$ cat src/rtl/kuramoto_pkg.sv
// Shared definitions for the Kuramoto synchrony episode controller.
//   sync_state_t : 2-bit synchrony FSM state codes (DESYNC=0, ONSET=1, SYNC=2, OFFSET=3)
//   FRAC         : fractional bits of R and thresholds (Q14, 1.0 = 16384)
//   R_*          : common Q14 threshold constants
package kuramoto_pkg;

  typedef enum logic [1:0] {
    StDesync = 2'd0,
    StOnset  = 2'd1,
    StSync   = 2'd2,
    StOffset = 2'd3
  } sync_state_t;

  localparam int unsigned FRAC  = 14;
  localparam int          R_ONE = 16384;
  localparam int          R_0P7 = 11469;
  localparam int          R_0P5 = 8192;
  localparam int          R_0P1 = 1638;

endpackage

$ cat src/rtl/kuramoto_sync_episode_ctrl_if.sv
// Bus between the episode controller and its surroundings (tick/config in, order-block strobe
// and R in, sample and episode reports out).
//   slave  : controller side (drives kp_clk_en, sample/episode outputs)
//   master : upstream/order-block side (drives tick, config and kp_R)
interface kuramoto_sync_episode_ctrl_if #(
  parameter int unsigned WIDTH   = 18,
  parameter int unsigned DECIM_W = 16,
  parameter int unsigned HOLD_W  = 8,
  parameter int unsigned DUR_W   = 24
) ();
  import kuramoto_pkg::*;

  logic                      clk_en;
  logic                      enable;
  logic        [DECIM_W-1:0] decim;
  logic signed [WIDTH-1:0]   thr_on;
  logic signed [WIDTH-1:0]   thr_off;
  logic        [HOLD_W-1:0]  hold_n;
  logic                      kp_clk_en;
  logic signed [WIDTH-1:0]   kp_R;
  logic                      sample_valid;
  logic signed [WIDTH-1:0]   R_latched;
  sync_state_t               sync_state;
  logic                      in_sync;
  logic                      episode_done;
  logic        [DUR_W-1:0]   episode_len;
  logic        [15:0]        episode_count;

  modport slave (
    input  clk_en, enable, decim, thr_on, thr_off, hold_n, kp_R,
    output kp_clk_en, sample_valid, R_latched, sync_state, in_sync,
           episode_done, episode_len, episode_count
  );

  modport master (
    output clk_en, enable, decim, thr_on, thr_off, hold_n, kp_R,
    input  kp_clk_en, sample_valid, R_latched, sync_state, in_sync,
           episode_done, episode_len, episode_count
  );

endinterface

$ cat src/rtl/kuramoto_decim_strobe.sv
// Decimates the system tick into the order-block strobe and flags the capture cycle.
//   clk, rst     : clock, synchronous active-high reset
//   clk_en       : system tick
//   enable       : run; low clears the decimation counter and blocks the strobe
//   decim        : ticks per measurement (0 behaves as 1)
//   kp_clk_en    : strobe to the order block
//   sample_valid : strobe delayed one cycle (order block output is valid then)
module kuramoto_decim_strobe #(
  parameter int unsigned DECIM_W = 16
) (
  input  logic               clk,
  input  logic               rst,
  input  logic               clk_en,
  input  logic               enable,
  input  logic [DECIM_W-1:0] decim,
  output logic               kp_clk_en,
  output logic               sample_valid
);

  logic [DECIM_W-1:0] cnt_q;
  logic [DECIM_W-1:0] limit;
  logic               hit;

  // >= rather than == so a decim shrunk below the running count wraps at the next tick.
  assign limit     = (decim == '0) ? '0 : decim - DECIM_W'(1);
  assign hit       = (cnt_q >= limit);
  assign kp_clk_en = clk_en & enable & hit;

  always_ff @(posedge clk) begin
    if (rst) begin
      cnt_q        <= '0;
      sample_valid <= 1'b0;
    end else begin
      sample_valid <= kp_clk_en;
      if (!enable) begin
        cnt_q <= '0;
      end else if (clk_en) begin
        cnt_q <= hit ? '0 : cnt_q + DECIM_W'(1);
      end
    end
  end

endmodule

$ cat src/rtl/kuramoto_sync_episode_ctrl.sv
// Sequencer/monitor for kuramoto_order_parameter: strobes the order block at a decimated tick,
// captures R, runs a hysteretic debounced synchrony FSM and reports synchrony episodes.
//   clk, rst : clock, synchronous active-high reset
//   bus      : slave side of kuramoto_sync_episode_ctrl_if (config, kp strobe/R, reports)
module kuramoto_sync_episode_ctrl
  import kuramoto_pkg::*;
#(
  parameter int unsigned WIDTH   = 18,
  parameter int unsigned DECIM_W = 16,
  parameter int unsigned HOLD_W  = 8,
  parameter int unsigned DUR_W   = 24
) (
  input logic clk,
  input logic rst,
  kuramoto_sync_episode_ctrl_if.slave bus
);

  logic kp_clk_en;
  logic sample_valid;

  kuramoto_decim_strobe #(
    .DECIM_W(DECIM_W)
  ) u_decim (
    .clk          (clk),
    .rst          (rst),
    .clk_en       (bus.clk_en),
    .enable       (bus.enable),
    .decim        (bus.decim),
    .kp_clk_en    (kp_clk_en),
    .sample_valid (sample_valid)
  );

  sync_state_t             state_q, state_d;
  logic [HOLD_W-1:0]       run_q, run_d;
  logic [DUR_W-1:0]        len_q, len_d;
  logic [DUR_W-1:0]        ep_len_q, ep_len_d;
  logic [15:0]             ep_cnt_q, ep_cnt_d;
  logic                    done_q, done_d;
  logic signed [WIDTH-1:0] r_latched_q;

  logic [HOLD_W-1:0] hold_eff;
  logic [HOLD_W:0]   run_inc;
  logic              run_hit;
  logic              ge_on;
  logic              lt_off;
  logic [DUR_W-1:0]  len_inc;

  assign hold_eff = (bus.hold_n == '0) ? HOLD_W'(1) : bus.hold_n;
  assign run_inc  = {1'b0, run_q} + (HOLD_W + 1)'(1);
  // >= keeps a hold_n lowered mid-run from stranding the counter past its target.
  assign run_hit  = (run_inc >= {1'b0, hold_eff});
  assign ge_on    = ($signed(bus.kp_R) >= $signed(bus.thr_on));
  assign lt_off   = ($signed(bus.kp_R) < $signed(bus.thr_off));
  assign len_inc  = (&len_q) ? len_q : len_q + DUR_W'(1);

  always_comb begin
    state_d  = state_q;
    run_d    = run_q;
    len_d    = len_q;
    ep_len_d = ep_len_q;
    ep_cnt_d = ep_cnt_q;
    done_d   = 1'b0;
    if (!bus.enable) begin
      // Abort: drop any episode in progress without reporting it.
      state_d = StDesync;
      run_d   = '0;
      len_d   = '0;
    end else if (sample_valid) begin
      unique case (state_q)
        StDesync: begin
          if (ge_on) begin
            if (hold_eff == HOLD_W'(1)) begin
              state_d = StSync;
              run_d   = '0;
              len_d   = DUR_W'(1);
            end else begin
              state_d = StOnset;
              run_d   = HOLD_W'(1);
            end
          end
        end
        StOnset: begin
          if (!ge_on) begin
            state_d = StDesync;
            run_d   = '0;
          end else if (run_hit) begin
            state_d = StSync;
            run_d   = '0;
            len_d   = DUR_W'(1);
          end else begin
            run_d = run_inc[HOLD_W-1:0];
          end
        end
        StSync: begin
          len_d = len_inc;
          if (lt_off) begin
            state_d = StOffset;
            run_d   = HOLD_W'(1);
          end
        end
        StOffset: begin
          len_d = len_inc;
          if (!lt_off) begin
            state_d = StSync;
            run_d   = '0;
          end else begin
            run_d = run_inc[HOLD_W-1:0];
          end
        end
      endcase
      // Episode end: SYNC with single-sample hold, or OFFSET reaching the hold count.
      if (lt_off && ((state_q == StSync && hold_eff == HOLD_W'(1)) ||
                     (state_q == StOffset && run_hit))) begin
        state_d  = StDesync;
        run_d    = '0;
        len_d    = '0;
        ep_len_d = len_q;
        ep_cnt_d = (&ep_cnt_q) ? ep_cnt_q : ep_cnt_q + 16'd1;
        done_d   = 1'b1;
      end
    end
  end

  always_ff @(posedge clk) begin
    if (rst) begin
      state_q     <= StDesync;
      run_q       <= '0;
      len_q       <= '0;
      ep_len_q    <= '0;
      ep_cnt_q    <= '0;
      done_q      <= 1'b0;
      r_latched_q <= '0;
    end else begin
      state_q  <= state_d;
      run_q    <= run_d;
      len_q    <= len_d;
      ep_len_q <= ep_len_d;
      ep_cnt_q <= ep_cnt_d;
      done_q   <= done_d;
      if (sample_valid) begin
        r_latched_q <= bus.kp_R;
      end
    end
  end

  assign bus.kp_clk_en     = kp_clk_en;
  assign bus.sample_valid  = sample_valid;
  assign bus.R_latched     = r_latched_q;
  assign bus.sync_state    = state_q;
  assign bus.in_sync       = (state_q == StSync) || (state_q == StOffset);
  assign bus.episode_done  = done_q;
  assign bus.episode_len   = ep_len_q;
  assign bus.episode_count = ep_cnt_q;

endmodule
$ cat src/flat_wrapper.sv
// flat-port wrapper written by rule: the top's interface ports become plain ports
module kuramoto_sync_episode_ctrl_flat import kuramoto_pkg::*;
#(
  parameter int unsigned WIDTH   = 18,
  parameter int unsigned DECIM_W = 16,
  parameter int unsigned HOLD_W  = 8,
  parameter int unsigned DUR_W   = 24
)
  (clk, rst, bus_clk_en, bus_enable, bus_decim, bus_thr_on, bus_thr_off, bus_hold_n, bus_kp_R, bus_kp_clk_en, bus_sample_valid, bus_R_latched, bus_sync_state, bus_in_sync, bus_episode_done, bus_episode_len, bus_episode_count);
  kuramoto_sync_episode_ctrl_if #(.WIDTH(WIDTH), .DECIM_W(DECIM_W), .HOLD_W(HOLD_W), .DUR_W(DUR_W)) bus_i ();
  input logic clk;
  input logic rst;
  input wire logic [$bits(bus_i.clk_en)-1:0] bus_clk_en;
  input wire logic [$bits(bus_i.enable)-1:0] bus_enable;
  input wire logic [$bits(bus_i.decim)-1:0] bus_decim;
  input wire logic [$bits(bus_i.thr_on)-1:0] bus_thr_on;
  input wire logic [$bits(bus_i.thr_off)-1:0] bus_thr_off;
  input wire logic [$bits(bus_i.hold_n)-1:0] bus_hold_n;
  input wire logic [$bits(bus_i.kp_R)-1:0] bus_kp_R;
  output wire logic [$bits(bus_i.kp_clk_en)-1:0] bus_kp_clk_en;
  output wire logic [$bits(bus_i.sample_valid)-1:0] bus_sample_valid;
  output wire logic [$bits(bus_i.R_latched)-1:0] bus_R_latched;
  output wire logic [$bits(bus_i.sync_state)-1:0] bus_sync_state;
  output wire logic [$bits(bus_i.in_sync)-1:0] bus_in_sync;
  output wire logic [$bits(bus_i.episode_done)-1:0] bus_episode_done;
  output wire logic [$bits(bus_i.episode_len)-1:0] bus_episode_len;
  output wire logic [$bits(bus_i.episode_count)-1:0] bus_episode_count;
  assign bus_i.clk_en = bus_clk_en;
  assign bus_i.enable = bus_enable;
  assign bus_i.decim = bus_decim;
  assign bus_i.thr_on = bus_thr_on;
  assign bus_i.thr_off = bus_thr_off;
  assign bus_i.hold_n = bus_hold_n;
  assign bus_i.kp_R = bus_kp_R;
  assign bus_kp_clk_en = bus_i.kp_clk_en;
  assign bus_sample_valid = bus_i.sample_valid;
  assign bus_R_latched = bus_i.R_latched;
  assign bus_sync_state = bus_i.sync_state;
  assign bus_in_sync = bus_i.in_sync;
  assign bus_episode_done = bus_i.episode_done;
  assign bus_episode_len = bus_i.episode_len;
  assign bus_episode_count = bus_i.episode_count;
  kuramoto_sync_episode_ctrl #(.WIDTH(WIDTH), .DECIM_W(DECIM_W), .HOLD_W(HOLD_W), .DUR_W(DUR_W)) u_core (.clk(clk), .rst(rst), .bus(bus_i));
endmodule
$ cat config.mk
export PLATFORM = sky130hd
export DESIGN_NAME = kuramoto_sync_episode_ctrl_flat
export DESIGN_NICKNAME = d
export VERILOG_FILES = /design/src/rtl/kuramoto_pkg.sv /design/src/rtl/kuramoto_sync_episode_ctrl_if.sv /design/src/rtl/kuramoto_decim_strobe.sv /design/src/rtl/kuramoto_sync_episode_ctrl.sv /design/src/flat_wrapper.sv
export SDC_FILE = /design/constraint.sdc
export NUM_CORES = 1
export LEC_CHECK = 0
export ABC_AREA = 1
export CORE_MARGIN = 2
export CORE_UTILIZATION = 50
export CTS_BUF_LIST = sky130_fd_sc_hd__clkbuf_16
export DETAILED_ROUTE_END_ITERATION = 7
export GPL_TIMING_DRIVEN = 0
export HOLD_SLACK_MARGIN = 0.12
export PLACE_DENSITY = 0.78
export RECOVER_POWER = 100
export SLEW_MARGIN = 30
export SYNTH_ARGS = -nofsm -noshare
export SYNTH_HDL_FRONTEND = slang
export SYNTH_SLANG_ARGS = --single-unit
$ cat constraint.sdc
create_clock -name clk -period 4.3 [get_ports clk]
set_clock_uncertainty 0.1 [all_clocks]
set_input_delay 0.43 -clock clk [delete_from_list [all_inputs] [get_ports clk]]
set_output_delay 0.43 -clock clk [all_outputs]
set_load 0.01 [all_outputs]
==> results of run 1 <==
-- where the power goes --
| group | switching (uW) | total (uW) | internal (uW) |
|---|---|---|---|
| clock | 412 | 813 | 401 |
| combinational | 126 | 253 | 127 |
| sequential | 0.892 | 1020 | 1020 |
-- worst max-delay path: stages --
cell and delay, ns:
clkdlybuf4s50_1 0.44, inv_1 0.09, ha_1 0.18, inv_1 0.07
nor3_4 0.15, nand2_2 0.12, nor4_4 0.23, buf_4 0.15
nand2_1 0.07, nor3_2 0.12, a21oi_1 0.08, ha_1 0.28
nand2_1 0.05, nor2_2 0.12, nand4_1 0.18, o311ai_4 0.33
nand3_1 0.11, inv_1 0.06, dlygate4sd2_1 0.26
-- metrics by stage --
stage               TNS, ns  hold WS [ns]  total power [uW]
floorplan                 0         0.370              1170
global placement      -5.41         0.377              1290
detailed placement    -5.57         0.381              1290
CTS                       0         0.402              2100
global route              0         0.430              2180
finish                    0         0.394              2090
-- cells in the final DEF (no fill, tap or decap), drive strengths merged, types with 2 or more instances in the layout --
cell type,Yosys,layout
a31oi,4,4
nand4,26,26
a21o,3,3
nand2,240,240
nor4,7,7
nor3,27,27
clkinv,2,5
o21a,2,2
xnor2,12,12
nor2,198,198
or2,8,8
o21ai,66,66
dlygate4sd3,0,63
o21bai,2,2
clkbuf,13,35
clkdlybuf4s50,0,81
a21oi,85,85
inv,139,142
and3,2,2
xor2,25,25
a211oi,2,2
dfxtp,110,110
ha,64,64
nand3,62,62
buf,24,15
-- layout make-up --
type                            instances  area, sq um  share of cell area (%)
Inverter                              141          529                    5.59
Clock buffer                            9          225                    2.38
Timing Repair Buffer                  149         1480                    15.6
Tap cell                              184          230                    2.43
Clock inverter                          7         55.1                   0.581
Buffer                                 37          193                    2.03
Sequential cell                       110         2200                    23.2
Multi-Input combinational cell        840         4560                    48.1
-- state kept, by name, indices dropped and copies added, names as in the netlist --
| register | count |
|---|---|
| u_core.bus.R_latched | 18 |
| u_core.bus.episode_count | 16 |
| u_core.bus.episode_done | 1 |
| u_core.bus.episode_len | 24 |
| u_core.bus.sync_state | 2 |
| u_core.len_q | 24 |
| u_core.run_q | 8 |
| u_core.u_decim.cnt_q | 16 |
| u_core.u_decim.sample_valid | 1 |
-- logic make-up after synthesis --
kind of cell             share of synthesized area, %
AND/OR/NAND/NOR                                  33.8
buffers and inverters                            10.1
AO/OA/AOI/OAI                                    11.5
flip-flops                                       29.4
adder cells (fa/ha/maj)                          10.7
XOR/XNOR                                         4.32
multiplexers                                    0.133
-- repair_timing --
item / 4_1_cts / 5_1_grt
setup endpoints to repair: 11 / 1
hold endpoints to repair: 0 / 0
gates resized for setup: 11 / 8
buffers inserted: 3 / 1
pin swaps: 6 / 5
-- worst max-delay path by stage --
stage / startpoint / end / slack, ns / cells after the start
4_1_cts: bus_decim[0] / bus_kp_clk_en / 0.11 / 18
6_report: bus_decim[0] / bus_kp_clk_en / 0.24 / 19
3_5_place_dp: bus_decim[0] / bus_kp_clk_en / -0.73 / 18
3_3_place_gp: bus_decim[0] / bus_kp_clk_en / -0.75 / 18
2_1_floorplan: bus_decim[0] / bus_kp_clk_en / 0.86 / 16
5_1_grt: bus_decim[0] / bus_kp_clk_en / 0.02 / 20
-- metal layers --
metal / vias to the layer above / wire (um) / global-route usage [%]
met5: - / 0 / 0
li1: 3974 / - / -
met4: 0 / 551 / 8.60
met1: 3454 / 9080 / 32.1
met2: 219 / 9200 / 41.3
met3: 40 / 1070 / 4.56
-- synthesized netlist by cell type, types with 2 or more instances --
master / number / area share, %
a211oi_1: 2 / 0.20
a21o_1: 3 / 0.30
a21oi_1: 85 / 5.7
a31oi_1: 4 / 0.33
buf_2: 11 / 0.73
buf_4: 3 / 0.30
buf_6: 9 / 1.4
clkbuf_1: 13 / 0.65
clkinv_1: 2 / 0.10
dfxtp_1: 110 / 29
ha_1: 64 / 11
inv_1: 134 / 6.7
inv_2: 5 / 0.25
nand2_1: 236 / 12
nand2_2: 3 / 0.25
nand3_1: 48 / 3.2
nand3_2: 14 / 1.9
nand4_1: 24 / 2.0
nor2_1: 190 / 9.5
nor2_2: 5 / 0.42
nor2_4: 3 / 0.45
nor3_1: 24 / 1.6
nor3_2: 3 / 0.40
nor4_1: 6 / 0.50
o21a_1: 2 / 0.20
o21ai_0: 64 / 4.3
o21ai_1: 2 / 0.13
o21bai_1: 2 / 0.20
or2_2: 8 / 0.67
xnor2_1: 12 / 1.4
xor2_1: 25 / 2.9
==> summary.md, run 1 <==
| Metric | Value |
|---|---|
| Result of the run | `finished, final reports clean` |
| Clock tree from TritonCTS | `done` |
| Crit end category | `primary output` |
| Post-layout net count | `1434` |
| Crit path required time | `3.77 ns` |
| Remaining DRCs | `0` |
| Total grt overflow | `0` |
| Final core utilization | `64.9%` |
| Number of distinct library cells after synthesis | `43` |
| Wire length after detailed routing | `19900 um` |
| Endpoint of the most critical register-to-register path | `u_core.len_q[21]$_SDFFE_PP0P_` |
| TritonCTS buffer count | `9` |
| Die outline height | `126 um` |
| Cell Pwr Density | `220 mW/mm^2` |
| Fraction of the yosys area taken by sequential cells | `29.4%` |
| Worst-path clk slew | `0.07 ns` |
| Number of clock sinks | `110` |
| Placer Congestion | `0.947` |
| I/O pin cnt | `146` |
| Transition time at the pin with the least slew margin | `0.729 ns` |
| Number of instances in the synthesized netlist | `1128` |
| Min Tclk post-route | `4.06 ns` |
| Drt first pass iters | `5` |
| Launching element type of the critical path | `input port` |
| Final Slew Violations | `0` |
| Standby leakage power | `0.00438 uW` |
| Synthesized netlist net count | `1274` |
| Number of hold violations in the final report | `0` |
| Maximum vdd ir drop | `0.211 mV` |
| Register bit count reported by yosys | `110` |
| Total Routing Usage GR | `24.7%` |
| Synthesized area divided by synthesized cell count | `6.65 sq um` |
| Total non-filler cell area in the finished layout | `0.00947 sq mm` |
| Number of antenna violations at the first check in global routing | `0` |
| Horizontal extent of the die | `126 um` |
| Area enclosed by the die boundary | `0.0160 sq mm` |
| Vias after detailed routing | `7687` |
| Count of cells along the worst hold path | `2` |
| Max H-tree Level | `3` |
| DP Wirelength | `15500 um` |
| Fraction of the cycle the final worst path needs | `94.4%` |
| Antenna Violating Nets Remaining | `0` |
| Count of flip-flops with a built-in enable after synthesis | `0` |
| Launch point of the worst hold path | `u_core.bus.R_latched[10]$_SDFFE_PP0P_` |
| Worst slew margin | `50.9%` |
| Final-report setup violation count | `0` |
| Final Worst Setup Slack | `0.243 ns` |
| Number of hold buffers added after cts | `0` |
| Setup repair after global routing missed its margin | `no` |
| Class of the tightest hold or removal check | `flip-flop to flip-flop` |
| Worst hold endpoint | `u_core.bus.R_latched[10]$_SDFFE_PP0P_` |
| Rows | `44` |
| Max Clock Freq | `246 MHz` |
| # port buffers | `145` |
| Count of max-cap constraint violations | `0` |
| Number of cells in the finished layout apart from fillers | `1477` |
| Wire length of the first global-routing pass | `32600 um` |
| Number of cells after detailed placement | `1457` |
| Initial core utilization | `51.4%` |
| Post-detailed-placement cell area | `0.00918 sq mm` |
| Async set-or-reset flop fraction in the synthesized netlist | `0%` |
| Maximum fanout count along the critical path | `3` |
| Clock tree root buffer cell | `clkbuf_16` |
| Worst EP arrival | `3.53 ns` |
| Critical Setup Path Class | `input port to primary output` |
| Count of fill cells added during filler insertion | `1336` |
| Largest net degree at the start of global routing | `20` |
| Wire per inst | `13.5 um` |
| Source of the worst register-to-register timing path | `u_core.run_q[0]$_SDFFE_PP0P_` |
| Length in cells of the worst reg-to-reg path | `21` |
| Clock Path Buffers | `2` |
| Worst reg2reg setup slack | `0.43 ns` |
| Final antenna diode count | `0` |
| Clk_lat worst skew | `0.37 ns` |
| Post-synthesis to final-layout area growth | `26.3%` |
| Starting DRC count in detailed routing | `478` |
| Post-Place Setup Slack | `-0.727 ns` |
| Syn. warnings | `0` |
| Primary flip-flop cell chosen by synthesis mapping | `dfxtp_1` |
| Vias per inst | `5.20` |
| Core region area | `0.0146 sq mm` |
| Ratio of cells with drive above 1 in the final layout | `5.96%` |
| Summed instance area of the synthesized netlist | `0.00750 sq mm` |
| Vias in the first global route | `7024` |
Note: power is estimated with default switching activity, not from simulation.
==> inputs of run 2 (changes only) <==
--- a/config.mk
+++ b/config.mk
@@ -7,12 +7,12 @@
 export LEC_CHECK = 0
 export ABC_AREA = 1
 export CORE_MARGIN = 2
-export CORE_UTILIZATION = 50
+export CORE_UTILIZATION = 43
 export CTS_BUF_LIST = sky130_fd_sc_hd__clkbuf_16
 export DETAILED_ROUTE_END_ITERATION = 7
 export GPL_TIMING_DRIVEN = 0
 export HOLD_SLACK_MARGIN = 0.12
-export PLACE_DENSITY = 0.78
+export PLACE_DENSITY = 0.69
 export RECOVER_POWER = 100
 export SLEW_MARGIN = 30
 export SYNTH_ARGS = -nofsm -noshare
==> run 2 against run 1 <==
Compared with the run above: non-clock buffer count stayed put; final cell count is 2.8% higher; sequential cell count stayed put; die area is 16% higher; critical path depth is 1 lower; first-iteration DRC count is 14% lower; sequential power hardly changed; count of clock-buffer cells in the layout stayed put; worst setup slack better by 0.027 ns; clock power is 6.8% higher; critical path type unchanged; critical endpoint unchanged; highest routed layer unchanged.
==> summary.md, run 2 (synthesized netlist as in run 1, its figures left out) <==
| Metric | Value |
|---|---|
| Result of the run | `finished, final reports clean` |
| Final antenna diode count | `0 (unchanged)` |
| Largest net degree at the start of global routing | `20 (unchanged)` |
| Transition time at the pin with the least slew margin | `0.657 ns (-0.0726 ns)` |
| Number of cells in the finished layout apart from fillers | `1518 (+2.8%)` |
| Fraction of the cycle the final worst path needs | `93.7% (-0.63 points)` |
| Wire length after detailed routing | `20000 um (+0.47%)` |
| Setup repair after global routing missed its margin | `no` |
| Starting DRC count in detailed routing | `413 (-14%)` |
| Number of cells after detailed placement | `1498 (+2.8%)` |
| Drt first pass iters | `7 (+2)` |
| Class of the tightest hold or removal check | `flip-flop to flip-flop` |
| Maximum fanout count along the critical path | `3 (unchanged)` |
| TritonCTS buffer count | `9 (unchanged)` |
| DP Wirelength | `15900 um (+2.5%)` |
| Wire length of the first global-routing pass | `32900 um (+0.83%)` |
| I/O pin cnt | `146 (unchanged)` |
| Horizontal extent of the die | `136 um (+7.6%)` |
| Total grt overflow | `0 (unchanged)` |
| Antenna Violating Nets Remaining | `0 (unchanged)` |
| Post-detailed-placement cell area | `0.00923 sq mm (+0.56%)` |
| Total non-filler cell area in the finished layout | `0.00955 sq mm (+0.85%)` |
| Vias in the first global route | `6857 (-2.4%)` |
| Die outline height | `136 um (+7.6%)` |
| Initial core utilization | `43.7% (-7.7 points)` |
| Maximum vdd ir drop | `0.220 mV (+4.0%)` |
| Worst EP arrival | `3.50 ns (-0.03 ns)` |
| Launching element type of the critical path | `input port` |
| Rows | `48 (+9.1%)` |
| Clock tree from TritonCTS | `done` |
| Crit path required time | `3.77 ns (about the same)` |
| Final Worst Setup Slack | `0.270 ns (+0.0269 ns)` |
| Vias after detailed routing | `7542 (-1.9%)` |
| Post-layout net count | `1434 (unchanged)` |
| Total Routing Usage GR | `22.1% (-2.6 points)` |
| Max H-tree Level | `3 (unchanged)` |
| Total design power | `2140 uW (+2.5%)` |
| Worst slew margin | `55.8% (+4.9 points)` |
| Cell Pwr Density | `224 mW/mm^2 (+1.7%)` |
| Min Tclk post-route | `4.03 ns (-0.0269 ns)` |
| Worst-path clk slew | `0.08 ns (about the same)` |
| Most used cells in the layout excluding fill and tap cells | `nand2_1, nor2_1, inv_1, dfxtp_1, a21oi_1` |
| Area enclosed by the die boundary | `0.0185 sq mm (+16%)` |
| Remaining DRCs | `0 (unchanged)` |
| Most common cell after layout, fill and taps aside | `nand2_1` |
| Core region area | `0.0172 sq mm (+18%)` |
| Vias per inst | `4.97 (-4.5%)` |
| Final Slew Violations | `0 (unchanged)` |
| Number of clock sinks | `110 (unchanged)` |
| Count of fill cells added during filler insertion | `1734 (+30%)` |
| Max Clock Freq | `248 MHz (+0.67%)` |
| Clk_lat worst skew | `0.35 ns (-0.02 ns)` |
| Wire per inst | `13.2 um (-2.2%)` |
| Number of antenna violations at the first check in global routing | `0 (unchanged)` |
| Crit end category | `primary output` |
| Count of max-cap constraint violations | `0 (unchanged)` |
| # port buffers | `145 (unchanged)` |
| Post-synthesis to final-layout area growth | `27.4%` |
| Standby leakage power | `0.00439 uW (+0.21%)` |
| Critical Setup Path Class | `input port to primary output` |
| Post-Place Setup Slack | `-0.769 ns (-0.0417 ns)` |
| Setup TNS after final layout | `0 ns (unchanged)` |
| Number of hold violations in the final report | `0 (unchanged)` |
| Final-report setup violation count | `0 (unchanged)` |
| Placer Congestion | `0.925 (-2.3%)` |
| Clock Path Buffers | `2 (unchanged)` |
| Ratio of cells with drive above 1 in the final layout | `5.96% (unchanged)` |
| Clock tree root buffer cell | `clkbuf_16` |
[run 2: per-layer routing]
layer | wire (um) | part of all wire [%] | up-vias | global-route usage [%]
met3 | 868 | 4.3 | 24 | 2.50
li1 | - | - | 3967 | -
met5 | 0 | 0 | - | 0
met2 | 9200 | 46 | 174 | 36.6
met1 | 9590 | 48 | 3377 | 29.9
met4 | 342 | 1.7 | 0 | 7.35
[run 2: worst max-delay path, stage by stage]
cell             delay (ns)
clkdlybuf4s50_1        0.44
inv_1                  0.09
ha_1                   0.17
inv_1                  0.07
nor3_4                 0.20
nand2_2                0.11
nor4_4                 0.25
nand4_1                0.16
nor2_1                 0.15
mux2i_1                0.09
ha_1                   0.28
nand2_1                0.06
nor2_1                 0.14
nand4_1                0.19
o311ai_4               0.36
nand3_1                0.11
inv_1                  0.07
clkbuf_2               0.13
[run 2: final timing paths]
check                                        from                              endpoint  slack [ns]  cells past startpoint
min          u_core.bus.R_latched[1]$_SDFFE_PP0P_  u_core.bus.R_latched[1]$_SDFFE_PP0P_        0.39                      2
min reg2reg  u_core.bus.R_latched[1]$_SDFFE_PP0P_  u_core.bus.R_latched[1]$_SDFFE_PP0P_        0.39                      2
max                                  bus_decim[0]                         bus_kp_clk_en        0.27                     18
max reg2reg          u_core.run_q[0]$_SDFFE_PP0P_         u_core.len_q[21]$_SDFFE_PP0P_        0.48                     21
[run 2: final cells by class]
cell class | count | area (sq um) | area share [%]
Tap cell | 225 | 282 | 2.95
Clock buffer | 9 | 225 | 2.36
Inverter | 141 | 529 | 5.54
Clock inverter | 7 | 80.1 | 0.838
Sequential cell | 110 | 2200 | 23.0
Timing Repair Buffer | 149 | 1480 | 15.5
Multi-Input combinational cell | 840 | 4560 | 47.8
Buffer | 37 | 196 | 2.06
[run 2: timing repair]
action	4_1_cts	5_1_grt
buffers inserted	2	2
setup endpoints to repair	11	1
pin swaps	3	4
hold buffers	0	0
cloned	0	0
resized for setup	11	3
[run 2: power breakdown]
group / switching (uW) / total, uW / internal (uW)
clock network: 406 / 868 / 462
logic: 125 / 252 / 127
registers: 0.882 / 1020 / 1020
[run 2: through the flow]
step	utilization [%]	hold slack (ns)
after floorplan	-	0.370
after CTS	55.9	0.406
final	55.6	0.395
after global placement	53.8	0.376
after global routing	55.6	0.416
after detailed placement	53.8	0.385
